<file path="src/rtl/serial_adder_ctrl.sv">
// serial_adder_ctrl: bit-serial add/subtract controller built around one
// 1-bit fulladder cell. Operands are shifted LSB-first through the cell,
// one bit per clock, and the result is returned with carry and overflow.
//
// Ports:
//   clk, rst_n           clock, asynchronous active-low reset
//   in_valid / in_ready  operand handshake (accepted only in IDLE)
//   a, b                 WIDTH-bit operands
//   cin                  carry-in for add (ignored when sub=1)
//   sub                  0: a+b+cin, 1: a-b
//   out_valid/out_ready  result handshake (result held until taken)
//   sum, cout, ovf       result, final carry (sub: 1 = no borrow), signed ovf
//   busy                 high while an operation is in RUN or DONE
module serial_adder_ctrl #(
  parameter int unsigned WIDTH = 8
) (
  input  logic             clk,
  input  logic             rst_n,
  input  logic             in_valid,
  output logic             in_ready,
  input  logic [WIDTH-1:0] a,
  input  logic [WIDTH-1:0] b,
  input  logic             cin,
  input  logic             sub,
  output logic             out_valid,
  input  logic             out_ready,
  output logic [WIDTH-1:0] sum,
  output logic             cout,
  output logic             ovf,
  output logic             busy
);

  localparam int unsigned CW = (WIDTH > 2) ? $clog2(WIDTH) : 1;
  localparam logic [CW-1:0] LAST = CW'(WIDTH - 1);

  typedef enum logic [1:0] {
    S_IDLE = 2'd0,
    S_RUN  = 2'd1,
    S_DONE = 2'd2
  } state_t;

  state_t state_q, state_d;
  logic   in_ready_d, out_valid_d, busy_d;

  logic [WIDTH-1:0] a_sh, b_sh;
  logic [WIDTH-2:0] res_sh;   // bits already produced, newest at the top
  logic [WIDTH-1:0] res_nxt;
  logic [CW-1:0]    cnt;
  logic             carry;
  logic             fa_s, fa_co;
  logic             accept, last_bit;

  assign accept   = in_valid && in_ready;
  assign last_bit = (state_q == S_RUN) && (cnt == LAST);
  assign res_nxt  = {fa_s, res_sh};

  // The single time-shared adder cell
  fulladder u_fa (
    .a    (a_sh[0]),
    .b    (b_sh[0]),
    .cin  (carry),
    .s    (fa_s),
    .cout (fa_co)
  );

  // State register with registered Moore outputs
  always_ff @(posedge clk or negedge rst_n) begin
    if (!rst_n) begin
      state_q   <= S_IDLE;
      in_ready  <= 1'b1;
      out_valid <= 1'b0;
      busy      <= 1'b0;
    end else begin
      state_q   <= state_d;
      in_ready  <= in_ready_d;
      out_valid <= out_valid_d;
      busy      <= busy_d;
    end
  end

  // Next-state logic
  always_comb begin
    state_d = state_q;
    case (state_q)
      S_IDLE:  if (accept)    state_d = S_RUN;
      S_RUN:   if (last_bit)  state_d = S_DONE;
      S_DONE:  if (out_ready) state_d = S_IDLE;
      default:                state_d = S_IDLE;
    endcase
  end

  // Output decode of the upcoming state so outputs come straight from flops
  always_comb begin
    in_ready_d  = 1'b0;
    out_valid_d = 1'b0;
    busy_d      = 1'b0;
    case (state_d)
      S_IDLE:  in_ready_d  = 1'b1;
      S_RUN:   busy_d      = 1'b1;
      S_DONE: begin
        out_valid_d = 1'b1;
        busy_d      = 1'b1;
      end
      default: in_ready_d  = 1'b1;
    endcase
  end

  // Serial datapath: operand capture, bit shifting and result latch
  always_ff @(posedge clk or negedge rst_n) begin
    if (!rst_n) begin
      a_sh   <= '0;
      b_sh   <= '0;
      res_sh <= '0;
      carry  <= 1'b0;
      cnt    <= '0;
      sum    <= '0;
      cout   <= 1'b0;
      ovf    <= 1'b0;
    end else if (state_q == S_IDLE) begin
      if (accept) begin
        a_sh  <= a;
        // Subtract as a + ~b + 1
        b_sh  <= sub ? ~b : b;
        carry <= sub ? 1'b1 : cin;
        cnt   <= '0;
      end
    end else if (state_q == S_RUN) begin
      res_sh <= res_nxt[WIDTH-1:1];
      carry  <= fa_co;
      a_sh   <= {1'b0, a_sh[WIDTH-1:1]};
      b_sh   <= {1'b0, b_sh[WIDTH-1:1]};
      if (last_bit) begin
        sum  <= res_nxt;
        cout <= fa_co;
        // carry into the MSB differs from carry out of it
        ovf  <= carry ^ fa_co;
      end else begin
        cnt  <= cnt + CW'(1);
      end
    end
  end

endmodule

// fulladder: 1-bit full adder cell (a, b, cin -> s, cout)
module fulladder (
  input  logic a,
  input  logic b,
  input  logic cin,
  output logic s,
  output logic cout
);
  assign s    = a ^ b ^ cin;
  assign cout = (a & b) | (cin & (a ^ b));
endmodule

</file>
<file path="config.mk">
export PLATFORM = sky130hd
export DESIGN_NAME = serial_adder_ctrl
export DESIGN_NICKNAME = d
export VERILOG_FILES = /design/src/rtl/serial_adder_ctrl.sv
export SDC_FILE = /design/constraint.sdc
export NUM_CORES = 1
export LEC_CHECK = 0
export BUFFER_PORTS_ARGS = -buffer_cell sky130_fd_sc_hd__buf_4
export CORE_UTILIZATION = 51
export CTS_BUF_LIST = sky130_fd_sc_hd__clkbuf_8
export CTS_CLUSTER_SIZE = 8
export DETAILED_ROUTE_END_ITERATION = 10
export PLACE_DENSITY = 0.81
export SYNTH_ARGS = -nofsm -noshare
export SYNTH_HDL_FRONTEND = slang
export SYNTH_SLANG_ARGS = --single-unit
</file>
<file path="constraint.sdc">
create_clock -name clk -period 1.7 [get_ports clk]
set_input_delay 0.34 -clock clk [delete_from_list [all_inputs] [get_ports clk]]
set_output_delay 0.34 -clock clk [all_outputs]
set_load 0.01 [all_outputs]
</file>
== After elaboration in Yosys (flattened, before gate mapping) ==
Index checks and enable logic that the tools add are counted.
Cells by class
  muxes and demuxes: 22
  eq/ne operators: 7
  $add $sub $neg: 1
  bitwise operators: 8
  reductions and logical operators: 9
  $lt $le $gt $ge: 0
  divide/modulo/power cells: 0
  shifts and indexed selects: 0
  multiply operators: 0
Operators by type and width (count)
  $mux W8: 7
  $mux W3: 4
  $not A8 Y8: 1
  $mux W1: 7
  $mux W2: 3
  $pmux W2 S3: 1
  $reduce_and A3 Y1: 2
  $eq A2 B1 Y1 const B: 2
  $eq A2 B2 Y1 const B: 2
  $reduce_and A2 Y1: 2
  $add A3 B1 Y3 const B: 1
  $eq A3 B3 Y1 const B: 1
  $xor A1 B1 Y1: 3
  $and A1 B1 Y1: 2
  $logic_and A1 B1 Y1: 2
  $logic_not A2 Y1: 1
  $ne A2 B1 Y1 const B: 1
  $ne A2 B2 Y1 const B: 1
  $reduce_bool A2 Y1: 1
  $reduce_or A2 Y1: 1
  $not A1 Y1: 1
  $or A1 B1 Y1: 1
Word-level totals
  bits in writable memories: 0
  memory bits (read-only): 0
  flip-flop bits (word level): 42
  bits in latches: 0
  memories: 0
  output and inout bits: 13

== Logic depth before layout (Yosys ltp) ==
Gate-level depths: netlist (run 1).
  depth after elaboration: 7
  gate-level depth with buffers: 7
  gate-level depth less buffers: 6

== Hierarchy ==
Synthesis (run 1) repeated with hierarchy kept, for this count alone.
Second synthesis, totals
  cells, all modules: 143
  area total of the unflattened synthesis: 1935.6 sq um
By module, submodules not included
  serial_adder_ctrl: cells each 142, times used 1, area an instance 1915.6 sq um, sequential area each 1052.3 sq um
  fulladder: cells each 1, times used 1, area an instance 20.0 sq um, sequential area each 0.0 sq um

== Worst setup path before layout (run 1) ==
No wires, ideal clock.
  path kind: register to register
  from: register cnt[0]
  to: register busy
  required time: 1.586 ns
  setup slack: 0.119 ns
  arrival: 1.466 ns
  path buffers: 0
  period minus slack after synthesis: 1.581 ns
  library setup time: 0.114 ns
  stages on the path, launching flop included: 7
  path through: dfrtp_1 > ha_1 > ha_1 > nor3b_2 > a31oi_2 > ha_1 > inv_1
On the way
  word-level cells in the longest chain between the ends: 7
  elaborated cells on any way between the ends: 8
  those cells by class: eq/ne: 3; mux: 3; reduce/logical: 2
RTL lines
  start: declaration: RTL line 48  | logic [CW-1:0] cnt;
  start signal: assignment: RTL line 138  | cnt <= cnt + CW'(1);
  $eq A3 B3 Y1 (*): RTL line 54  | assign last_bit = (state_q == S_RUN) && (cnt == LAST);
  $logic_and A1 B1 Y1 (*): RTL line 54
  $mux W2 (*): RTL line 86  | S_RUN: if (last_bit) state_d = S_DONE;
  $pmux W2 S3 (*): RTL line 84  | case (state_q)
  $eq A2 B2 Y1 or $eq A2 B1 Y1 (tied branches): RTL line 97  | case (state_d)
  $reduce_or A2 Y1 (no source line) (*)
  $mux W1 (*): RTL line 97
  via busy_d: RTL line 43  | logic in_ready_d, out_valid_d, busy_d;
  end signal: assignment: RTL line 77  | busy <= busy_d;
  end: declaration: RTL line 30  | output logic busy
The timed path passes the listed nets; every way through them passes the cells marked *.
A chain may end at the register's enable or synchronous reset.

== Worst setup path in the final report (run 1) ==
Same ends and word-level chain as after synthesis.

==> metrics.csv, run 1 <==
metric,value,unit
die area,3949,sq um
DRT antenna net count,0,
Comb power frac,41.9,%
area of the multi-input gates,747.0,sq um
most numerous cell in the Yosys netlist,dfrtp_1,
Final TNS setup,0,ns
Tot GR Track Use,20.12,%
minimum clock period after layout,1.631,ns
Die Ht,62.85,microns
Yosys cell types,31,
Starting Density,54.85,%
Pwr Total,3.980,mW
kind of critical path,flop to flop,
Internal,2.544,mW
"Avg Cell Area, Syn",11.73,sq um
PD cells,1768,nW/um^2
Max Freq,0.6133,GHz
drt initial violations,77,
Worst R2R End,busy,
total CTS buffers,5,
largest net degree at the start of global routing,43,
Final GP Congestion,0.7396,
Final Max Tran Viols,0,
required time worst endpoint,1.88,ns
RSZ-0062 raised after global routing,no,
synth cell count leaders,"dfrtp_1, nand2_1, o21ai_0",
r2r setup slk,0.07,ns
clk slew on worst S/H paths,0.08,ns
FP Rows,21,
grt total ovfl,0,
Syn Nets,187,
status,finished clean,
DR WL met3,152,microns
CTS Sinks,42,
Area growth syn-to-layout,19.22,%
H-tree lvl count,2,
layout cells sized above 1,31.98,%
core region area,3442,sq um
worst-path fanout max,5,
DRC viols,0,
top cell type's share of synthesized area,54.34,%
Final setup viols,0,
Worst Tran Pin Value,0.5135,ns
TritonCTS clock tree,yes,
Crit path arrival time,1.81,ns
Critical Path End Type,flop,
final worst-path cycle share,95.91,%
Hold Crit Class,input port to asynchronous set/reset pin,
# nets final,223,
first-pass GRT wire length,6.051,mm
DRT Pass-1 Iters,4,
Net Sw Frac,36.08,%
number of enable flip-flop cells after synthesis,0,
Final Hold Fails,0,
vias in the first global route,1365,
Seq pwr share,43.4,%
Max VDD drop,0.7871,mV
cts hold-fix bufs,0,
met2 wire len,1.760,mm
Ys Warns,0,
reg2reg start,cnt[0],
Post-Syn Area,1888,sq um
register area share after synthesis,55.73,%
Top Layer Used,met4,
startpoint types,flop,
clk buf depth,2,
DIE WIDTH,62.85,microns
WL per Instance,14.29,microns
MaxCap Viol Count,0,
Psw,1.436,mW
"area leader, netlist",dfrtp_1,
met1 wire length,1.498,mm
initial antenna violation count,0,
post-detail-place hpwl,2.521,mm
Vias,1272,
Pleak,1.121,nW
fillers,281,
slew margin rel.,65.77,%
Setup Skew,0.007482,ns
Clock Power Share,14.7,%
# IOs,35,
cell count after synthesis,161,
# diodes,0,
root buf cell,clkbuf_8,
Synth Register Bits,42,
predominant post-synthesis flop cell,dfrtp_1,
Skew-Pair Late Insertion Delay,0.29,ns
synth top area cells,"dfrtp_1, nand2_1, mux2_2",
DR vias/cell,5.235,
port buffer count,34,
worst r2r path cells,6,
Synth async-reset ratio,100.0,%
register area,1052,sq um
DRT Wirelength,3.472,mm
## cell type report
type / instances / area share, %
clock buffers: 5 / 3.057
clock inverters: 2 / 0.4447
inverters: 6 / 1.001
multi-input cells: 103 / 33.19
flip-flops and latches: 42 / 46.75
well taps: 46 / 2.557
repair buffers: 39 / 13.01
## power groups by stage
stage	combinational, mW	clock, mW	sequential, mW
detailed placement	1.65	0	1.75
floorplan	1.20	0	1.70
CTS	1.65	0.606	1.73
finish	1.67	0.584	1.73
global route	1.86	0.651	1.79
global placement	1.55	0	1.72
## sequential cells by signal, summed over array words and instances (netlist names)
register   count
a_sh           8
b_sh           8
busy           1
carry          1
cnt            3
cout           1
in_ready       1
out_valid      1
ovf            1
res_sh         7
state_q        2
sum            8
## critical path, stage by stage, from the launching register on
cell	delay (ns)
dfrtp_1	0.40
ha_1	0.21
ha_2	0.20
nor3b_2	0.25
a31oi_2	0.11
ha_1	0.32
inv_1	0.04
## cells in the final DEF (no fill, tap or decap), drive strengths merged
cell / n
buf: 39
mux2i: 7
nand4bb: 1
xnor2: 7
nor3b: 1
nand3b: 1
clkinv: 2
nor2b: 1
nor2: 9
a31oi: 1
o21ai: 20
nand2: 25
nand2b: 1
or2: 1
a221o: 7
a21o: 1
dfrtp: 41
ha: 3
a22o: 2
fa: 1
dfstp: 1
xor2: 2
mux2: 8
clkbuf: 5
inv: 6
nor4: 1
a2111oi: 1
a21oi: 1
o2bb2ai: 1
## how the worst max path moves through the flow
stage	start	to	slack [ns]	cells after the start
finish	cnt[0]	busy	0.07	6
global route	cnt[0]	busy	0.007	6
detailed placement	cnt[0]	busy	0.05	6
global placement	cnt[0]	busy	0.14	6
CTS	cnt[0]	busy	0.04	6
floorplan	cnt[0]	busy	0.12	6
## kinds of logic (layout without fill, tap and decap cells)
kind of cell               Yosys count  in the layout  share of synthesized area [%]
DFF                                 42             42                          55.73
and+or+nand+nor                     41             41                          10.80
AOI/OAI and AO/OA                   34             34                          12.79
buffers and inverters               16             52                          4.970
muxes                               15             15                          8.483
xor gates and xnor gates             9              9                          4.175
adders and majority gates            4              4                          3.049
## routing by layer
layer,global-route usage [%],up-vias
met3,4.562,7
met2,34.51,36
met1,24.07,607
met5,0,-
li1,-,622
met4,8.721,0
## repair_timing
item                                    4_1_cts  5_1_grt
endpoints found under the setup margin        0       11
gates resized for setup                       0        3
setup buffers                                 0        1
hold endpoints to repair                      0        0
## metrics by stage
step	hold slack, ns	cell area [sq um]	utilization [%]	setup slack (ns)	std cells
2_1_floorplan	0.04441	1888	-	0.1193	161
3_3_place_gp	0.3422	2160	62.74	0.1387	235
3_5_place_dp	0.3504	2160	62.74	0.05417	235
4_1_cts	0.03692	2238	65.03	0.03926	242
5_1_grt	0.05625	2251	65.39	0.006537	243
6_report	0.02224	2251	65.39	0.06946	243
(Power assumes the default switching activity.)
==> run 2, diff against run 1 <==
--- a/config.mk
+++ b/config.mk
@@ -5,12 +5,15 @@
 export SDC_FILE = /design/constraint.sdc
 export NUM_CORES = 1
 export LEC_CHECK = 0
+export ABC_AREA = 1
 export BUFFER_PORTS_ARGS = -buffer_cell sky130_fd_sc_hd__buf_4
-export CORE_UTILIZATION = 51
+export CORE_UTILIZATION = 52
 export CTS_BUF_LIST = sky130_fd_sc_hd__clkbuf_8
 export CTS_CLUSTER_SIZE = 8
 export DETAILED_ROUTE_END_ITERATION = 10
-export PLACE_DENSITY = 0.81
+export MAX_ROUTING_LAYER = met4
+export PLACE_DENSITY = 0.82
+export RECOVER_POWER = 100
 export SYNTH_ARGS = -nofsm -noshare
 export SYNTH_HDL_FRONTEND = slang
 export SYNTH_SLANG_ARGS = --single-unit
==> metrics.csv, run 2 <==
metric,value,unit
status,finished clean,
WL per Instance,10.82,microns
largest net degree at the start of global routing,43,
Final Max Tran Viols,0,
Crit path arrival time,1.77,ns
drt initial violations,118,
top cell type's share of synthesized area,51.83,%
Ys Warns,0,
predominant post-synthesis flop cell,dfrtp_1,
"Largest delay share family, worst path",adder cells,
Post-CTS Setup Inserts,0,
worst-path fanout max,4,
die area,4057,sq um
clk buf depth,2,
RSZ-0062 raised after global routing,no,
Final Hold Fails,0,
Pwr Total,3.846,mW
Worst Tran Pin Value,1.014,ns
# nets final,318,
fin cells,341,
Skew-Pair Late Insertion Delay,0.30,ns
CTS resizes,0,
Area growth syn-to-layout,17.26,%
Post-Syn Area,1979,sq um
largest stage delay on the critical path,0.41,ns
MaxCap Viol Count,0,
root buf cell,clkbuf_8,
Final GP Congestion,0.8820,
"commonest non-fill, non-tap cell in the layout",nand2_1,
Die Ht,63.70,microns
DRT antenna net count,0,
setup ws final,0.1243,ns
final worst-path cycle share,92.69,%
Synth Register Bits,42,
Placed Instances,333,
number of enable flip-flop cells after synthesis,0,
DRT Wirelength,3.690,mm
Critical Path End Type,flop,
synth top area cells,"dfrtp_1, nand2_1, nand3_1",
"Avg Cell Area, Syn",7.793,sq um
register area share after synthesis,53.16,%
Setup Skew,0.005695,ns
initial antenna violation count,0,
most frequent cells in the layout,"nand2_1, dfrtp_1, inv_1",
DR vias/cell,4.745,
# IOs,35,
PD cells,1657,nW/um^2
total CTS buffers,5,
kind of critical path,flop to flop,
DIE WIDTH,63.70,microns
post-place setup slack,0.1106,ns
clk slew on worst S/H paths,0.08,ns
slowest CP cell,dfrtp_1,
CTS Sinks,42,
DRC viols,0,
synth cell count leaders,"nand2_1, dfrtp_1, inv_1",
core region area,3661,sq um
vias in the first global route,1505,
Yosys cell types,20,
Final TNS setup,0,ns
Synth async-reset ratio,100.0,%
Regs by FF count,"a_sh x8, b_sh x8, sum x8",
Pleak,1.310,nW
crit path buf inv count,3,
post-detail-place hpwl,2.640,mm
H-tree lvl count,2,
minimum clock period after layout,1.576,ns
Final setup viols,0,
Max VDD drop,0.5759,mV
most numerous cell in the Yosys netlist,nand2_1,
Vias,1618,
# diodes,0,
cts hold-fix bufs,0,
FP Rows,22,
slew margin rel.,32.42,%
layout cells sized above 1,12.63,%
required time worst endpoint,1.90,ns
Tot GR Track Use,21.90,%
worst r2r path cells,8,
TritonCTS clock tree,yes,
Hold Crit Class,input port to asynchronous set/reset pin,
startpoint types,flop,
Max Freq,0.6346,GHz
"area leader, netlist",dfrtp_1,
cell count after synthesis,254,
grt total ovfl,0,
critical path depth in cells,8,
CP Cell Sequence,ha_1 > ha_1 > inv_1 > nand2_1 > nand2_1 > inv_1 > ha_1 > inv_1,
DRT Pass-1 Iters,4,
first-pass GRT wire length,6.486,mm
Syn Nets,280,
port buffer count,34,
Starting Density,54.07,%
run 2: changes by cell type in the layout (fill, tap and decap cells not counted), sizes merged, moves of 2 or more:
cell    change
mux2        -8
buf        -14
nor2        -6
nand2     +102
nand3      +21
o21ai       -2
inv        +20
xnor2       -7
clkbuf     +16
a22o        -2
a221o       -7
mux2i       -7
run 2: where the power goes:
group	switching, mW	total, mW	internal, mW
logic	0.988	1.56	0.573
registers	0.212	1.62	1.41
clock network	0.337	0.663	0.326
total	1.54	3.85	2.31
run 2: layout make-up:
| class | count | area [sq um] |
|---|---|---|
| tap | 48 | 60.06 |
| timing repair buffer | 40 | 247.7 |
| fill | 342 | 1340 |
| inverter | 27 | 101.3 |
| clock buffer | 6 | 82.58 |
| clock inverter | 2 | 12.51 |
| multi-input combinational | 176 | 764.5 |
| sequential | 42 | 1052 |
run 2: cells by family (layout without fill, tap and decap cells):
group           Yosys count  count (layout)  share of synthesized area, %
compound gates           20              20                         5.183
xor+xnor                  1               1                        0.4426
fa+ha+maj                 4               4                         2.908
buf+inv                  36              75                         8.090
flops                    42              42                         53.16
simple gates            151             151                         30.22
run 2: metal layers:
layer	vias up	GRT usage (%)	wire length, microns
met5	-	-	0
met2	40	34.84	1739
li1	851	-	-
met4	0	10.23	58
met3	4	5.435	170
met1	723	26.00	1721
run 2: stage by stage:
step                      cell area, sq um  util (%)  hold slack, ns
final                                 2321     63.40          0.2002
after CTS                             2376     64.90         0.02392
after global routing                  2321     63.40          0.2606
after detailed placement              2281     62.30          0.3552
after global placement                2281     62.30          0.3479
after floorplan                       1979         -         0.04441
run 2: final timing paths:
kind	start	to	slack [ns]
max	cnt[0]	busy	0.12
min	rst_n	sum[1]	0.20
min in group clk	out_ready	state_q[1]	0.26
max in group asynchronous	rst_n	a_sh[1]	0.87
max reg2reg	cnt[0]	busy	0.12
min reg2reg	sum[0]	sum[0]	0.47
run 2: worst reg2reg max path, stage by stage, from the launching register on:
cell and delay, ns:
dfrtp_1 0.41, ha_1 0.22, ha_1 0.22, inv_1 0.06, nand2_1 0.09, nand2_1 0.10
inv_1 0.04, ha_1 0.29, inv_1 0.05
